[src/rtl/instr_fetch_unit.sv]
// instr_fetch_unit
// Owns the program counter and sequences instruction fetches. It issues one
// request at a time to instruction memory. It holds each fetched word for
// decode until decode accepts it. It applies jump/branch redirects from execute.
//
// Ports:
//   clk, rst_n          clock, asynchronous active-low reset
//   imem_req/imem_addr  fetch request and address (current PC), from state/PC only
//   imem_ready/rdata    memory response, valid in the same cycle as ready
//   instr_valid/instr/instr_pc  registered instruction presented to decode
//   instr_accept, stall decode handshake; stall blocks acceptance
//   jump/jump_target, branch_taken/branch_target  redirects (jump has priority)
//   addr_err            one-cycle pulse after a redirect to a misaligned target
module instr_fetch_unit #(
    parameter logic [31:0] RESET_PC = 32'h0000_0000
) (
    input  logic        clk,
    input  logic        rst_n,
    output logic        imem_req,
    output logic [31:0] imem_addr,
    input  logic        imem_ready,
    input  logic [31:0] imem_rdata,
    output logic        instr_valid,
    output logic [31:0] instr,
    output logic [31:0] instr_pc,
    input  logic        instr_accept,
    input  logic        stall,
    input  logic        jump,
    input  logic [31:0] jump_target,
    input  logic        branch_taken,
    input  logic [31:0] branch_target,
    output logic        addr_err
);

    typedef enum logic [1:0] {StBoot, StFetch, StHold} state_t;

    state_t      state;
    logic [31:0] pc;
    logic        redirect;
    logic [31:0] target_raw;
    logic [31:0] target;

    always_comb begin
        redirect   = jump | branch_taken;
        target_raw = jump ? jump_target : branch_target;
        target     = {target_raw[31:2], 2'b00};
    end

    // Memory-side outputs depend only on registers, never on inputs.
    assign imem_req  = (state == StFetch);
    assign imem_addr = pc;

    always_ff @(posedge clk or negedge rst_n) begin
        if (!rst_n) begin
            state       <= StBoot;
            pc          <= RESET_PC;
            instr_valid <= 1'b0;
            instr       <= 32'h0;
            instr_pc    <= 32'h0;
            addr_err    <= 1'b0;
        end else begin
            addr_err <= 1'b0;
            case (state)
                StBoot: begin
                    // Redirects are ignored until the first fetch is issued.
                    state <= StFetch;
                end
                StFetch: begin
                    if (redirect) begin
                        // Abandon the pending request; any returned data is dropped.
                        pc       <= target;
                        addr_err <= |target_raw[1:0];
                    end else if (imem_ready) begin
                        instr       <= imem_rdata;
                        instr_pc    <= pc;
                        instr_valid <= 1'b1;
                        state       <= StHold;
                    end
                end
                StHold: begin
                    if (redirect) begin
                        // Held instruction is from the old path: drop it even if accepted.
                        instr_valid <= 1'b0;
                        pc          <= target;
                        addr_err    <= |target_raw[1:0];
                        state       <= StFetch;
                    end else if (instr_accept && !stall) begin
                        instr_valid <= 1'b0;
                        pc          <= pc + 32'd4;
                        state       <= StFetch;
                    end
                end
                default: begin
                    state <= StBoot;
                end
            endcase
        end
    end

endmodule

[config.mk]
export PLATFORM = sky130hd
export DESIGN_NAME = instr_fetch_unit
export DESIGN_NICKNAME = d
export VERILOG_FILES = /design/src/rtl/instr_fetch_unit.sv
export SDC_FILE = /design/constraint.sdc
export NUM_CORES = 1
export LEC_CHECK = 0
export BUFFER_PORTS_ARGS = -buffer_cell sky130_fd_sc_hd__buf_2
export CAP_MARGIN = 20
export CORE_MARGIN = 5
export CORE_UTILIZATION = 30
export DETAILED_ROUTE_END_ITERATION = 16
export SYNTH_ARGS = -nofsm -noshare
export SYNTH_HDL_FRONTEND = slang
export SYNTH_SLANG_ARGS = --single-unit
export TNS_END_PERCENT = 100
[constraint.sdc]
create_clock -name clk -period 5.35 [get_ports clk]
set_input_delay 0.2675 -clock clk [delete_from_list [all_inputs] [get_ports clk]]
set_output_delay 0.2675 -clock clk [all_outputs]
set_load 0.01 [all_outputs]
==> results.ini, run 1 <==
[layout]
area_growth_pct=29.1
final_core_util=0.394
finalInstanceArea_um2=6530
fillers=1664
layout.nets=742
n_antenna_cell=0
regArea_um2=2400
drive_gt1_frac=0.471
multi_input_comb_area_um2=2440

[synth]
synth.largest_area_cell=dfrtp_1
synth.avg_cell_area_um2=11.2
async_flop_share=1.00
synth_common_cells=dfrtp_1 (96), mux2_2 (70), nor2_1 (18)
ys_ff_latch=96
ys_types=64
yosysMostFrequentCell=dfrtp_1
synthCells=451
synth-edff-count=0
yosysSeqAreaShare=0.475
yosysWarnings=0
synth.area.top_cells=dfrtp_1 (48%), mux2_2 (16%), mux2i_1 (3.4%)
synth_area_um2=5060
yosysTopAreaCellShare=0.475
synth_ff_type=dfrtp_1

[detailed_routing]
via_count=4489
firstDrtPassIters=4
drtAntennaViolNets=0
wirelength_mm=16.1
wl_per_cell_um=18.7
vias_per_cell=5.23
first_iter_violations=287
drc=0

[worst_setup_path]
crit_path_start_kind=register
cp.arrival_ps=3020
required_ps=5580
ff2ff_path_depth=7
worstPathMaxFanout=32
critPathCaptureType=register
crit_type=register to register

[cts]
clock_latency_ps=350
cts.sinks=96
htreeDepth=3
clock_path_buffers=2
cts_buffers=9
cts_root_buf=clkbuf_16
cts_setup_buffers=0
cts_resized=0
cts_tree=yes
clk_pin_slew_ps=70

[global_routing]
antenna_found_initial=1
grt_max_degree=62
grt_pass1_vias=4657
grt_pass1_wl_mm=25.4
grt.overflow.total=0
grt_usage=0.163

[floorplanning]
die_area_um2=19500
coreArea_um2=16600
start_util=0.305
std_cell_rows=47
die_x_um=140
fp.dieH_um=140
pin_count=202

[status]
status=complete, no violations

[power]
share_comb_of_total_power=0.418
internal_power_w=0.00218
powerDensity_nw_per_um2=555
p_leak_nw=2.95
vdd_drop_max_mv=0.230
p_seq_frac=0.399
p_clk_frac=0.183
switching_share=0.397
switchingPower_w=0.00144

[place]
post-dp-hpwl_mm=11.9
numPortBuffers=197
gp_congestion=0.868
postPlaceCellArea_um2=6170

[worst_hold_path]
hp-class=input pin to register
hold_depth=2

[timing]
drv_slew=0
final.period_utilization=0.520
skew_ps=9.23
max_freq_mhz=360
max-slew-margin-rel=0.241
tns_ps=0
setup_violations=0
finalHoldViolCount=0
rsz0062_at_grt=no
worstMarginPinSlew_ps=1140
period_needed_ps=2780

[flow_run]
maxCapViolations=0

registers in the layout, summed over array words and instances (netlist names):
name and cells:
addr_err 1, imem_addr 30, instr_pc 30, instr_valid 1
state 2, instr 32
layer usage:
layer  track usage  up-vias  share of wire
li1              -     2085              -
met1         0.207     2197           0.42
met2         0.269      187           0.49
met3        0.0521       18          0.081
met4        0.0393        2          0.015
met5             0        -        0.00056
worst max-delay path, cell delays in order, from the launching register on:
cell	delay (ps)
dfrtp_1	380
inv_1	100
ha_1	240
or3b_1	830
o211ai_2	470
buf_8	240
nor2_1	60
o32a_1	340
cells by family (layout without fill, tap and decap cells):
logic type                 count (synthesis)  in the layout  share of synthesized area
adders and majority gates                  4              4                    0.00990
AOI/OAI and AO/OA                         94             94                      0.135
other                                      1              4                   0.000742
and+or+nand+nor                          126            126                      0.143
muxes                                     87             87                      0.190
buffers and inverters                     43            228                     0.0470
DFF                                       96             96                      0.475
cell type report:
cell class,count,area share
clock buffers,13,0.0399
flip-flops and latches,96,0.368
repair buffers,205,0.165
well taps,220,0.0422
multi-input cells,315,0.375
inverters,8,0.00460
clock inverters,2,0.00594
layout by cell type (no fill, tap or decap), types with 3 or more instances in the layout:
cell / netlist / layout
a311oi_1: 9 / 9
nor2b_1: 4 / 4
nor4_1: 8 / 8
buf_4: 4 / 5
o211ai_1: 6 / 6
inv_1: 8 / 8
mux2i_1: 17 / 17
and4_1: 3 / 3
buf_2: 8 / 196
ha_1: 4 / 4
a2bb2oi_1: 6 / 6
nand2_1: 17 / 17
nand3_1: 13 / 13
o22ai_1: 7 / 7
a211oi_1: 12 / 11
a21oi_1: 13 / 13
a31oi_1: 3 / 3
or4_1: 4 / 4
nand2b_1: 5 / 5
nand4_1: 15 / 15
and2_1: 5 / 5
mux2_2: 70 / 70
nor2_1: 18 / 17
o21ai_0: 14 / 14
and3_1: 5 / 5
o22a_1: 4 / 4
dfrtp_1: 96 / 96
conb_1: 1 / 4
clkbuf_16: 0 / 9
nor3_1: 13 / 13
power by group through the flow:
stage | Sequential (W) | Combinational, W | Clock (W)
floorplan | 0.00153 | 0.000778 | 0
global placement | 0.00143 | 0.00149 | 0
detailed placement | 0.00146 | 0.00151 | 0
CTS | 0.00145 | 0.00152 | 0.000688
global route | 0.00151 | 0.00166 | 0.000718
finish | 0.00144 | 0.00152 | 0.000663
stage by stage:
stage / hold WS (ps) / setup slack [ps] / power (W) / cells
after floorplan: -28.1 / 3360 / 0.00231 / 454
after global placement: 262 / 1970 / 0.00292 / 840
after detailed placement: 275 / 1890 / 0.00297 / 840
after CTS: 131 / 2150 / 0.00365 / 856
after global routing: 134 / 2500 / 0.00389 / 859
final: 146 / 2570 / 0.00362 / 859
final timing paths:
kind | start | to | slack (ps)
worst max-delay path | state[0]$_DFFE_PN0P_ | imem_addr[11]$_DFFE_PN0P_ | 2570
worst max register to register | state[0]$_DFFE_PN0P_ | imem_addr[11]$_DFFE_PN0P_ | 2570
max in group asynchronous | rst_n | imem_addr[11]$_DFFE_PN0P_ | 3690
worst min-delay path | imem_rdata[22] | instr[22]$_DFFE_PN0P_ | 150
min in group asynchronous | rst_n | addr_err$_DFF_PN0_ | 420
worst min register to register | instr[6]$_DFFE_PN0P_ | instr[6]$_DFFE_PN0P_ | 500
timing repair:
item                                    in CTS  in global routing
endpoints found under the hold margin       35                  0
endpoints found under the setup margin       0                  0
hold buffers                                 1                  0
No activity file was read; power rests on OpenSTA's default activity.
==> run 2, diff against run 1 <==
==> constraint.sdc (replaced) <==
create_clock -name clk -period 2.6 [get_ports clk]
set_input_delay 0.13 -clock clk [delete_from_list [all_inputs] [get_ports clk]]
set_output_delay 0.13 -clock clk [all_outputs]
set_load 0.01 [all_outputs]
==> results.ini, run 2 (synthesis results as in run 1) <==
[layout]
final_cell_mix=buf_2 (196), dfrtp_1 (96), mux2_2 (70)  ; unchanged
drive_gt1_frac=0.471  ; about the same
finalInstanceArea_um2=6750  ; was 6530 um^2
area_growth_pct=33.5  ; was 29.1%
n_antenna_cell=0  ; unchanged
layout.nets=766  ; was 742
largest_reg_flops=32  ; unchanged
top_register=instr  ; unchanged
final_common_cell=buf_2  ; unchanged
layout.cells.non_filler=883  ; was 859

[worst_setup_path]
rr_startpoint=state[0]$_DFFE_PN0P_  ; unchanged
crit_type=register to register  ; unchanged
worstPathMaxFanout=12  ; was 32
rrSetupSlack_ps=340  ; was 2570 ps
ff2ff_path_depth=7  ; unchanged
crit_start=state[0]$_DFFE_PN0P_  ; unchanged
critPathCaptureType=register  ; unchanged
setup.worst_path.end=imem_addr[12]$_DFFE_PN0P_  ; was imem_addr[11]$_DFFE_PN0P_
required_ps=2830  ; was 5580 ps
rr_endpoint=imem_addr[12]$_DFFE_PN0P_  ; was imem_addr[11]$_DFFE_PN0P_
crit_path_start_kind=register  ; unchanged
cp.arrival_ps=2490  ; was 3020 ps

[timing]
finalHoldViolCount=0  ; unchanged
period_needed_ps=2260  ; was 2780 ps
fin_ws_ps=343  ; was 2570 ps
setup_violations=0  ; unchanged
timing.hold.ws_ps=16.5  ; was 146 ps
tns_ps=0  ; unchanged
max_freq_mhz=443  ; was 360 MHz
skew_ps=9.14  ; was 9.23 ps
max-slew-margin-rel=0.358  ; was 0.241
final.period_utilization=0.868  ; was 0.520
worstMarginPinSlew_ps=964  ; was 1140 ps
drv_slew=0  ; unchanged
rsz0062_at_grt=no  ; unchanged

[cts]
cts_setup_buffers=0  ; unchanged
clk_pin_slew_ps=70  ; about the same
cts_resized=0  ; unchanged
cts_buffers=9  ; unchanged
cts_root_buf=clkbuf_16  ; unchanged
clock_path_buffers=2  ; unchanged
clock_latency_ps=350  ; about the same
cts_tree=yes  ; unchanged
htreeDepth=3  ; unchanged
cts.sinks=96  ; unchanged

[global_routing]
grt_max_degree=73  ; was 62
grt_pass1_vias=4662  ; was 4657
grt.overflow.total=0  ; unchanged
antenna_found_initial=2  ; was 1
grt_usage=0.163  ; about the same
grt_pass1_wl_mm=25.4  ; about the same

[detailed_routing]
topRoutingLayerUsed=met5  ; unchanged
dr_wl_met3_mm=1.32  ; was 1.30 mm
via_count=4654  ; was 4489
wl_met1_mm=6.77  ; was 6.71 mm
first_iter_violations=279  ; was 287
drtAntennaViolNets=0  ; unchanged
vias_per_cell=5.27  ; was 5.23
drc=0  ; unchanged
route.met2.wl_mm=8.04  ; was 7.83 mm
wl_per_cell_um=18.6  ; was 18.7 um
firstDrtPassIters=5  ; was 4
wirelength_mm=16.4  ; was 16.1 mm

[place]
post-dp-hpwl_mm=12.1  ; was 11.9 mm
placed_cells=852  ; was 840
numPortBuffers=197  ; unchanged
place_ws_ps=345  ; was 1890 ps
postPlaceCellArea_um2=6270  ; was 6170 um^2
gp_congestion=0.862  ; was 0.868

[floorplanning]
fp.dieH_um=140  ; unchanged
pin_count=202  ; unchanged
die_area_um2=19500  ; unchanged
start_util=0.305  ; unchanged
die_x_um=140  ; unchanged
std_cell_rows=47  ; unchanged
coreArea_um2=16600  ; unchanged

[worst_hold_path]
hp-class=input pin to register  ; unchanged

[power]
powerDensity_nw_per_um2=1130  ; was 555 nW/um^2
vdd_drop_max_mv=0.419  ; was 0.230 mV
p_leak_nw=3.05  ; was 2.95 nW

[flow_run]
maxCapViolations=0  ; unchanged

[status]
status=complete, no violations  ; unchanged

-- run 2: stage by stage --
stage | util | power, W
2_1_floorplan | - | 0.00475
3_5_place_dp | 0.378 | 0.00618
3_3_place_gp | 0.378 | 0.00606
4_1_cts | 0.407 | 0.00769
5_1_grt | 0.407 | 0.00813
6_report | 0.407 | 0.00760
-- run 2: area by class of cell --
type / instances / area [um^2]
fill: 1659 / 9830
multi-input combinational: 315 / 2440
sequential: 96 / 2400
timing repair buffer: 229 / 1280
tap: 220 / 275
clock buffer: 9 / 225
clock inverter: 6 / 92.6
inverter: 8 / 30.0
-- run 2: what timing repair did --
action                                  in CTS  in global routing
hold endpoints to repair                    84                  1
hold buffers                                15                  1
endpoints found under the setup margin       0                  0
-- run 2: metal layers --
metal | global-route usage | up-vias
li1 | - | 2129
met4 | 0.0510 | 4
met5 | 0 | -
met1 | 0.206 | 2251
met2 | 0.272 | 242
met3 | 0.0422 | 28
-- run 2: how the worst min path moves through the flow --
stage	end	depth (start not counted)	startpoint	slack (ps)
2_1_floorplan	addr_err$_DFF_PN0_	0	rst_n	-170
3_3_place_gp	instr_pc[11]$_DFFE_PN0P_	1	rst_n	340
3_5_place_dp	imem_addr[5]$_DFFE_PN0P_	1	rst_n	350
4_1_cts	instr[27]$_DFFE_PN0P_	2	imem_rdata[27]	0.02
5_1_grt	instr[25]$_DFFE_PN0P_	2	imem_rdata[25]	0.7
6_report	instr[9]$_DFFE_PN0P_	2	imem_rdata[9]	20
-- run 2: where the power goes --
part / internal (W) / total [W] / switching (W)
registers: 0.00224 / 0.00297 / 0.000734
logic: 0.00149 / 0.00318 / 0.00169
clock network: 0.000843 / 0.00145 / 0.000603
-- run 2: critical path, cell delays in order (launching register included) --
cell and delay, ps:
dfrtp_1 380, inv_1 90, ha_1 210, or3b_1 410, o211ai_2 520, buf_4 270, a21oi_1 50, o22a_1 210
==> run 3, diff against run 2 <==
--- a/config.mk
+++ b/config.mk
@@ -7,9 +7,13 @@
 export LEC_CHECK = 0
 export BUFFER_PORTS_ARGS = -buffer_cell sky130_fd_sc_hd__buf_2
 export CAP_MARGIN = 20
+export CELL_PAD_IN_SITES_DETAIL_PLACEMENT = 0
+export CELL_PAD_IN_SITES_GLOBAL_PLACEMENT = 2
 export CORE_MARGIN = 5
 export CORE_UTILIZATION = 30
 export DETAILED_ROUTE_END_ITERATION = 16
+export PLACE_DENSITY_LB_ADDON = 0.1
+export RECOVER_POWER = 100
 export SYNTH_ARGS = -nofsm -noshare
 export SYNTH_HDL_FRONTEND = slang
 export SYNTH_SLANG_ARGS = --single-unit
==> results.ini, run 3 (synthesis results as in run 1) <==
[floorplanning]
fp.dieH_um=140  ; unchanged
start_util=0.305  ; unchanged
die_area_um2=19500  ; unchanged
pin_count=202  ; unchanged
die_x_um=140  ; unchanged
std_cell_rows=47  ; unchanged
coreArea_um2=16600  ; unchanged

[layout]
top_register=instr  ; unchanged
finalInstanceArea_um2=6480  ; was 6750 um^2
largest_reg_flops=32  ; unchanged
final_core_util=0.391  ; was 0.407
fillers=1747  ; was 1659
area_growth_pct=28.2  ; was 33.5%
drive_gt1_frac=0.328  ; was 0.471
layout.nets=755  ; was 766
final_common_cell=buf_2  ; unchanged
final_cell_mix=buf_2 (102), clkbuf_1 (97), dfrtp_1 (96), mux2_2 (70), nor2_1 (18)  ; was buf_2 (196), dfrtp_1 (96), mux2_2 (70)
n_antenna_cell=0  ; unchanged

[global_routing]
antenna_found_initial=2  ; unchanged
grt_pass1_vias=4766  ; was 4662
grt.overflow.total=0  ; unchanged
grt_usage=0.172  ; was 0.163
grt_max_degree=53  ; was 73
grt_pass1_wl_mm=26.8  ; was 25.4 mm

[cts]
cts_setup_buffers=0  ; unchanged
cts_root_buf=clkbuf_16  ; unchanged
clock_path_buffers=2  ; unchanged
clk_pin_slew_ps=70  ; about the same
htreeDepth=3  ; unchanged
cts_tree=yes  ; unchanged
cts.sinks=96  ; unchanged
clock_latency_ps=350  ; about the same
cts_buffers=9  ; unchanged

[timing]
rsz0062_at_grt=no  ; unchanged
finalHoldViolCount=0  ; unchanged
final.period_utilization=0.899  ; was 0.868
timing.hold.ws_ps=15.7  ; was 16.5 ps
max-slew-margin-rel=0.106  ; was 0.358
skew_ps=7.60  ; was 9.14 ps
max_freq_mhz=428  ; was 443 MHz
fin_ws_ps=263  ; was 343 ps
worstMarginPinSlew_ps=1340  ; was 964 ps
drv_slew=0  ; unchanged
setup_violations=0  ; unchanged
period_needed_ps=2340  ; was 2260 ps
tns_ps=0  ; unchanged

[detailed_routing]
vias_per_cell=5.11  ; was 5.27
drc=0  ; unchanged
wirelength_mm=17.0  ; was 16.4 mm
firstDrtPassIters=5  ; unchanged
wl_per_cell_um=19.5  ; was 18.6 um
first_iter_violations=207  ; was 279
drtAntennaViolNets=0  ; unchanged
via_count=4460  ; was 4654

[worst_hold_path]
holdPathEnd=instr[4]$_DFFE_PN0P_  ; was instr[9]$_DFFE_PN0P_
hold_start=imem_rdata[4]  ; was imem_rdata[9]
hold_depth=2  ; unchanged
hp-class=input pin to register  ; unchanged

[flow_run]
maxCapViolations=0  ; unchanged

[place]
place_ws_ps=143  ; was 345 ps
numPortBuffers=197  ; unchanged
gp_congestion=0.827  ; was 0.862
post-dp-hpwl_mm=12.8  ; was 12.1 mm
postPlaceCellArea_um2=6280  ; was 6270 um^2

[worst_setup_path]
cp.arrival_ps=2590  ; was 2490 ps
crit_path_top_delay_cell=buf_4  ; was o211ai_2
ff2ff_path_depth=8  ; was 7
crit_start=state[0]$_DFFE_PN0P_  ; unchanged
rr_startpoint=state[0]$_DFFE_PN0P_  ; unchanged
crit_path_max_incr_delay_ps=460  ; was 520 ps
crit_chain=inv_1 -> ha_1 -> nor3b_1 -> buf_4 -> a211oi_1 -> clkbuf_2 -> mux2i_1 -> a311oi_1  ; was inv_1 -> ha_1 -> or3b_1 -> o211ai_2 -> buf_4 -> a21oi_1 -> o22a_1
rrSetupSlack_ps=260  ; was 340 ps
rr_endpoint=imem_addr[16]$_DFFE_PN0P_  ; was imem_addr[12]$_DFFE_PN0P_
worstPathMaxFanout=39  ; was 12
required_ps=2850  ; was 2830 ps
crit_path_start_kind=register  ; unchanged
critPathCaptureType=register  ; unchanged
crit_type=register to register  ; unchanged

[status]
status=complete, no violations  ; unchanged

[power]
powerDensity_nw_per_um2=1140  ; was 1130 nW/um^2
vdd_drop_max_mv=0.409  ; was 0.419 mV
p_leak_nw=2.72  ; was 3.05 nW

-- run 3: changes by cell type in the layout (fill, tap and decap cells not counted), sizes merged --
cell	previous run	this run
clkbuf	9	112
buf	213	112
inv	9	10
dlygate4sd3	16	4
clkinvlp	2	1
-- run 3: worst max-delay path by stage --
stage / slack [ps] / end / cells after the start
2_1_floorplan: 610 / imem_addr[12]$_DFFE_PN0P_ / 8
3_3_place_gp: 220 / imem_addr[12]$_DFFE_PN0P_ / 7
3_5_place_dp: 140 / imem_addr[12]$_DFFE_PN0P_ / 7
4_1_cts: 140 / imem_addr[12]$_DFFE_PN0P_ / 7
5_1_grt: 130 / imem_addr[20]$_DFFE_PN0P_ / 8
6_report: 260 / imem_addr[16]$_DFFE_PN0P_ / 8
-- run 3: layout make-up --
cell class                      instances  area, um^2  share of cell area
Sequential cell                        96        2400               0.371
Tap cell                              220         275              0.0425
Clock inverter                          6        90.1              0.0139
Inverter                                8        30.0             0.00463
Timing Repair Buffer                  218        1020               0.157
Clock buffer                           10         229              0.0353
Multi-Input combinational cell        315        2440               0.376
-- run 3: metrics by stage --
stage | std cells | power, W
5_1_grt | 873 | 0.00797
6_report | 873 | 0.00741
3_3_place_gp | 853 | 0.00618
3_5_place_dp | 853 | 0.00625
2_1_floorplan | 454 | 0.00475
4_1_cts | 872 | 0.00775
-- run 3: critical path: cells and delay by family (launching register included) --
family	cells	cell delay (ps)
buffers and inverters	3	820
AND/OR/NAND/NOR	1	270
AO/OA/AOI/OAI	2	370
adder cells (fa/ha/maj)	1	230
multiplexers	1	160
flip-flops	1	400
-- run 3: where the power goes --
part	leakage [nW]	switching, W	internal, W
logic	1.44	0.00173	0.00126
clock network	0.153	0.000602	0.000849
registers	1.13	0.000728	0.00224
-- run 3: routing by layer --
layer	track usage	vias to the layer above	routed length (um)
met3	0.0467	19	1240
met2	0.293	155	8630
met4	0.0495	4	251
met1	0.216	2183	6870
met5	0	-	31
li1	-	2099	-
-- run 3: repair_timing --
action	in CTS	in global routing
resized for setup	0	1
hold buffers	3	1
setup endpoints to repair	0	3
hold endpoints to repair	51	1
